==> config.mk <==
export PLATFORM = sky130hd
export DESIGN_NAME = decode_seq_ctrl
export DESIGN_NICKNAME = d
export VERILOG_FILES = /design/src/rtl/decode_seq_ctrl.sv
export SDC_FILE = /design/constraint.sdc
export NUM_CORES = 1
export LEC_CHECK = 0
export CAP_MARGIN = 20
export CELL_PAD_IN_SITES_DETAIL_PLACEMENT = 1
export CELL_PAD_IN_SITES_GLOBAL_PLACEMENT = 2
export CORE_MARGIN = 8
export CORE_UTILIZATION = 33
export CTS_CLUSTER_SIZE = 20
export DETAILED_ROUTE_END_ITERATION = 10
export GPL_TIMING_DRIVEN = 0
export PLACE_DENSITY_LB_ADDON = 0.1
export SLEW_MARGIN = 25
export SYNTH_ARGS = -nofsm -noshare
export SYNTH_HDL_FRONTEND = slang
export SYNTH_SLANG_ARGS = --single-unit
==> constraint.sdc <==
create_clock -name clk -period 4.3 [get_ports clk]
set_clock_uncertainty 0.1 [all_clocks]
set_input_delay 0.86 -clock clk [delete_from_list [all_inputs] [get_ports clk]]
set_output_delay 0.86 -clock clk [all_outputs]
set_load 0.05 [all_outputs]
==> src/rtl/decode_seq_ctrl.sv <==
// Decode sequencing controller: accepts one instruction from fetch, presents it
// to the decoder for a single cycle, then waits for a tagged completion before
// releasing the next instruction. Includes a completion timeout and sticky errors.
module decode_seq_ctrl #(
  parameter int unsigned BUS_WIDTH      = 32,
  parameter int unsigned OPCODE_WIDTH   = 4,
  parameter int unsigned TIMEOUT_CYCLES = 64
) (
  input  logic                    clk,
  input  logic                    rst,
  input  logic                    fetch_valid,
  input  logic [BUS_WIDTH-1:0]    fetch_instr,
  output logic                    fetch_ready,
  output logic                    instr_valid,
  output logic [BUS_WIDTH-1:0]    instr,
  input  logic [OPCODE_WIDTH-1:0] dec_opcode,
  input  logic                    done_valid,
  input  logic [OPCODE_WIDTH-1:0] op_done,
  output logic                    next_instr,
  input  logic                    flush,
  output logic                    busy,
  output logic                    timeout_err,
  output logic                    tag_mismatch,
  output logic [15:0]             instr_count
);

  localparam int unsigned CNT_WIDTH = 16;
  // Last WAIT-cycle counter value before the wait is declared timed out.
  localparam logic [CNT_WIDTH-1:0] WAIT_LAST = CNT_WIDTH'(TIMEOUT_CYCLES - 1);

  typedef enum logic [1:0] {
    ST_IDLE  = 2'd0,
    ST_ISSUE = 2'd1,
    ST_WAIT  = 2'd2,
    ST_ERROR = 2'd3
  } state_t;

  state_t                  state;
  state_t                  state_d;
  logic [BUS_WIDTH-1:0]    instr_d;
  logic [OPCODE_WIDTH-1:0] pending_tag;
  logic [OPCODE_WIDTH-1:0] pending_tag_d;
  logic [CNT_WIDTH-1:0]    wait_cnt;
  logic [CNT_WIDTH-1:0]    wait_cnt_d;
  logic [CNT_WIDTH-1:0]    instr_count_d;
  logic                    instr_valid_d;
  logic                    next_instr_d;
  logic                    timeout_err_d;
  logic                    tag_mismatch_d;
  logic                    busy_d;
  logic                    tag_hit;

  // Acceptance handshake is combinational so flush can veto it in the same cycle.
  assign fetch_ready = (state == ST_IDLE) && !flush;

  // A completion only counts when it carries the tag latched at issue time.
  assign tag_hit = done_valid && (op_done == pending_tag);

  // State register and all registered outputs.
  always_ff @(posedge clk or posedge rst) begin
    if (rst) begin
      state        <= ST_IDLE;
      instr        <= '0;
      pending_tag  <= '0;
      wait_cnt     <= '0;
      instr_count  <= '0;
      instr_valid  <= 1'b0;
      next_instr   <= 1'b0;
      timeout_err  <= 1'b0;
      tag_mismatch <= 1'b0;
      busy         <= 1'b0;
    end else begin
      state        <= state_d;
      instr        <= instr_d;
      pending_tag  <= pending_tag_d;
      wait_cnt     <= wait_cnt_d;
      instr_count  <= instr_count_d;
      instr_valid  <= instr_valid_d;
      next_instr   <= next_instr_d;
      timeout_err  <= timeout_err_d;
      tag_mismatch <= tag_mismatch_d;
      busy         <= busy_d;
    end
  end

  // Next-state and next-output logic; flush overrides every state.
  always_comb begin
    state_d        = state;
    instr_d        = instr;
    pending_tag_d  = pending_tag;
    wait_cnt_d     = wait_cnt;
    instr_count_d  = instr_count;
    instr_valid_d  = 1'b0;
    next_instr_d   = 1'b0;
    timeout_err_d  = timeout_err;
    tag_mismatch_d = tag_mismatch;

    if (flush) begin
      // Abort: drop any pending work and clear error state; retire count is kept.
      state_d        = ST_IDLE;
      pending_tag_d  = '0;
      wait_cnt_d     = '0;
      timeout_err_d  = 1'b0;
      tag_mismatch_d = 1'b0;
    end else begin
      case (state)
        ST_IDLE: begin
          if (fetch_valid) begin
            instr_d       = fetch_instr;
            instr_valid_d = 1'b1;
            state_d       = ST_ISSUE;
          end
        end

        ST_ISSUE: begin
          // Decoder output is valid during the single issue cycle.
          pending_tag_d = dec_opcode;
          wait_cnt_d    = '0;
          state_d       = ST_WAIT;
        end

        ST_WAIT: begin
          if (tag_hit) begin
            // A matching completion wins even on the last allowed cycle.
            next_instr_d  = 1'b1;
            instr_count_d = instr_count + CNT_WIDTH'(1);
            wait_cnt_d    = '0;
            state_d       = ST_IDLE;
          end else begin
            if (done_valid) begin
              tag_mismatch_d = 1'b1;
            end
            if (wait_cnt == WAIT_LAST) begin
              timeout_err_d = 1'b1;
              state_d       = ST_ERROR;
            end else begin
              wait_cnt_d = wait_cnt + CNT_WIDTH'(1);
            end
          end
        end

        ST_ERROR: begin
          // Parked until flush or reset.
          state_d = ST_ERROR;
        end

        default: begin
          state_d = ST_IDLE;
        end
      endcase
    end

    busy_d = (state_d != ST_IDLE);
  end

  // Structural sanity properties on the output protocol.
  a_next_only_idle : assert property (@(posedge clk) disable iff (rst)
    next_instr |-> !busy);
  a_next_one_cycle : assert property (@(posedge clk) disable iff (rst)
    next_instr |=> !next_instr);
  a_issue_is_busy  : assert property (@(posedge clk) disable iff (rst)
    instr_valid |-> busy);
  a_ready_idle     : assert property (@(posedge clk) disable iff (rst)
    fetch_ready |-> !busy);

endmodule
==> flow_metrics.py <==
metrics = {
    "synthesis": {
        "synth-edff-count": 0,
        "async_reset_ff_share_pct": 100,
        "ys_top_cells_by_area": "dfrtp_1 (56%), mux2_2 (11%), xnor2_1 (5.7%)",
        "ys_ff_latch": 75,
        "ys_types": 46,
        "synth_compound_area_share_pct": 5.85,
        "ys_seq_area_share_pct": 55.9,
        "synth_warnings": 0,
        "synth_top_family_by_area": "simple AND/OR/NAND/NOR gates",
        "ys.flop_type": "dfrtp_1",
        "synthesis.area_um2": 3360,
        "netlist.area_leader.share_pct": 55.9,
        "synth.area.mux_share_pct": 12.3,
        "avgSynthCellArea_um2": 12.3,
        "syn_inst": 273,
        "synthSimpleGateAreaFrac_pct": 14.2,
        "synth_xor_area_share_pct": 7.79,
        "yosysTopAreaCell": "dfrtp_1",
        "syn_nets": 320,
        "yosys.area_share.adder_pct": 0.745,
    },
    "clock_tree": {
        "cts.sink_count": 75,
        "cts_tree": "yes",
        "cts_hold_buf": 0,
        "cts_buffers": 9,
        "cts_root_buffer": "clkbuf_8",
        "cts_setup_buffers": 0,
        "clk_pin_slew_worst_paths_ns": 0.07,
        "clockBufferDepth": 2,
        "clock_latency_ns": 0.34,
        "cts.repair.resized": 0,
        "htreeDepth": 3,
    },
    "floorplanning": {
        "initial_core_util_pct": 33.3,
        "io_pins": 99,
        "fp.coreArea_um2": 10100,
        "die_h_um": 117,
        "die-area_um2": 13700,
        "fp.dieW_um": 117,
        "rows": 37,
    },
    "setup_path": {
        "startpoint_type": "input port",
        "worstPathArrival_ns": 2.57,
        "path_max_fanout": 5,
        "crit_type": "in2out",
        "required_ns": 3.34,
        "endpoint_kind": "primary output",
    },
    "global_route": {
        "grt_start_max_net_pins": 42,
        "track_usage_pct": 13.8,
        "grt-ovfl-total": 0,
        "grt_antenna_before_repair": 0,
        "grt_first_pass_wirelength_um": 14400,
        "grt_pass1_vias": 2612,
    },
    "place": {
        "dp_hpwl_um": 6580,
        "placedInstanceArea_um2": 4540,
        "place.gp.congestion": 0.699,
        "port_buffers": 98,
    },
    "drt": {
        "dr_wl_met3_um": 383,
        "ant_nets": 0,
        "routedWlPerCell_um": 16.6,
        "drt_iter0_drc": 64,
        "top_layer": "met4",
        "vias": 2439,
        "drcViolationCount": 0,
        "viasPerCell": 4.67,
        "drt-met1-wl_um": 3840,
        "dr.pass1.iters": 4,
        "totalWireLength_um": 8680,
        "wl_met2_um": 4330,
    },
    "layout": {
        "final_cell_area_um2": 4720,
        "nets": 430,
        "drive_gt1_share_pct": 20.7,
        "area_growth_pct": 40.6,
        "diodes": 0,
        "final_cell_mix": "clkdlybuf4s50_1 (98), dfrtp_1 (75), mux2_2 (33)",
        "final_common_cell": "clkdlybuf4s50_1",
    },
    "sta": {
        "final-max-slew-violation-count": 0,
        "holdWs_ns": 0.382,
        "rsz0062_at_grt": "no",
        "fin_crit_ns": 3.53,
        "timing.setup.tns_ns": 0,
        "fin_crit_sh_pct": 82.1,
        "worstMarginPinSlew_ns": 0.543,
        "fmax_ghz": 0.283,
        "finalSetupViolCount": 0,
        "hold_violations": 0,
        "slew_headroom_pct": 63.7,
    },
    "flow_run": {
        "maxCapViolations": 0,
    },
    "power_and_ir_drop": {
        "comb_power_share_pct": 31.9,
        "swShare_pct": 34.4,
        "cell_internal_pwr_w": 0.00130,
        "net-switching-power_w": 0.000683,
        "p_leak_nw": 1.94,
        "ir_drop_uv": 187,
        "power_density_nw_per_um2": 421,
        "seq_power_share_pct": 41.5,
        "p_clk_share_pct": 26.5,
    },
    "run_status": {
        "status": "finished clean",
    },
    "min_path": {
        "min_path_type": "reg2reg",
    },
}
-- cell families (layout without fill, tap and decap cells) --
| group | count (synthesis) | count (layout) |
|---|---|---|
| and+or+nand+nor | 86 | 86 |
| adders and majority gates | 2 | 2 |
| AOI/OAI and AO/OA | 25 | 25 |
| xor gates and xnor gates | 29 | 29 |
| DFF | 75 | 75 |
| buffers and inverters | 19 | 132 |
| muxes | 37 | 37 |
-- cell usage after synthesis, types with 4 or more instances --
master,count
nand2_1,11
xor2_1,6
o21ai_1,5
and4_1,5
mux2_2,33
inv_1,5
nand3_1,10
a21oi_2,5
and3_1,4
mux2i_1,4
xnor2_1,22
buf_2,7
and2_1,4
dfrtp_1,75
nand4_1,7
nor2_1,24
-- sequential cells by signal, summed over array words and instances, names as in the netlist --
register      cells
instr            32
timeout_err       1
pending_tag       4
busy              1
instr_valid       1
next_instr        1
wait_cnt         16
state             2
instr_count      16
tag_mismatch      1
-- final timing paths --
kind | startpoint | to | slack [ns] | cells after the start
max reg2reg | wait_cnt[11] | wait_cnt[2] | 2.29 | 6
min in group asynchronous | rst | instr[23] | 0.80 | 2
max in group asynchronous | rst | wait_cnt[3] | 2.72 | 3
max | flush | fetch_ready | 0.77 | 3
min | instr_count[15] | instr_count[15] | 0.38 | 1
min reg2reg | instr_count[15] | instr_count[15] | 0.38 | 1
-- power by group through the flow --
stage                     sequential, W  clock, W  combinational (W)
final                          0.000824  0.000527           0.000634
after global routing           0.000837  0.000575           0.000664
after CTS                      0.000825  0.000551           0.000645
after detailed placement       0.000840         0           0.000644
after global placement         0.000834         0           0.000634
after floorplan                 0.00110         0           0.000132
-- stage by stage --
stage	worst slack (ns)	util, %	cells	total power (W)
after floorplan	1.13	-	273	0.00124
after global placement	-0.0353	44.7	507	0.00147
after detailed placement	0.736	45.0	508	0.00148
after CTS	0.743	46.8	522	0.00202
after global routing	0.722	46.8	522	0.00208
final	0.770	46.8	522	0.00199
-- area by class of cell --
type | count | area [µm²]
timing repair buffer | 99 | 1010
inverter | 5 | 21.3
tap | 136 | 170
clock buffer | 11 | 141
sequential | 75 | 1880
buffer | 14 | 90.1
fill | 1108 | 5370
clock inverter | 3 | 40.0
multi-input combinational | 179 | 1370
-- metal layers --
metal / global-route usage (%) / vias to the layer above
li1: - / 1163
met1: 17.1 / 1219
met4: 5.63 / 0
met5: 0 / -
met3: 2.87 / 9
met2: 23.1 / 48
-- worst max-delay path, cell delays in order --
cell and delay (ns):
clkdlybuf4s50_1 0.52, nor3_1 0.31, clkdlybuf4s50_1 0.88
Power figures use the tool's default switching activity.
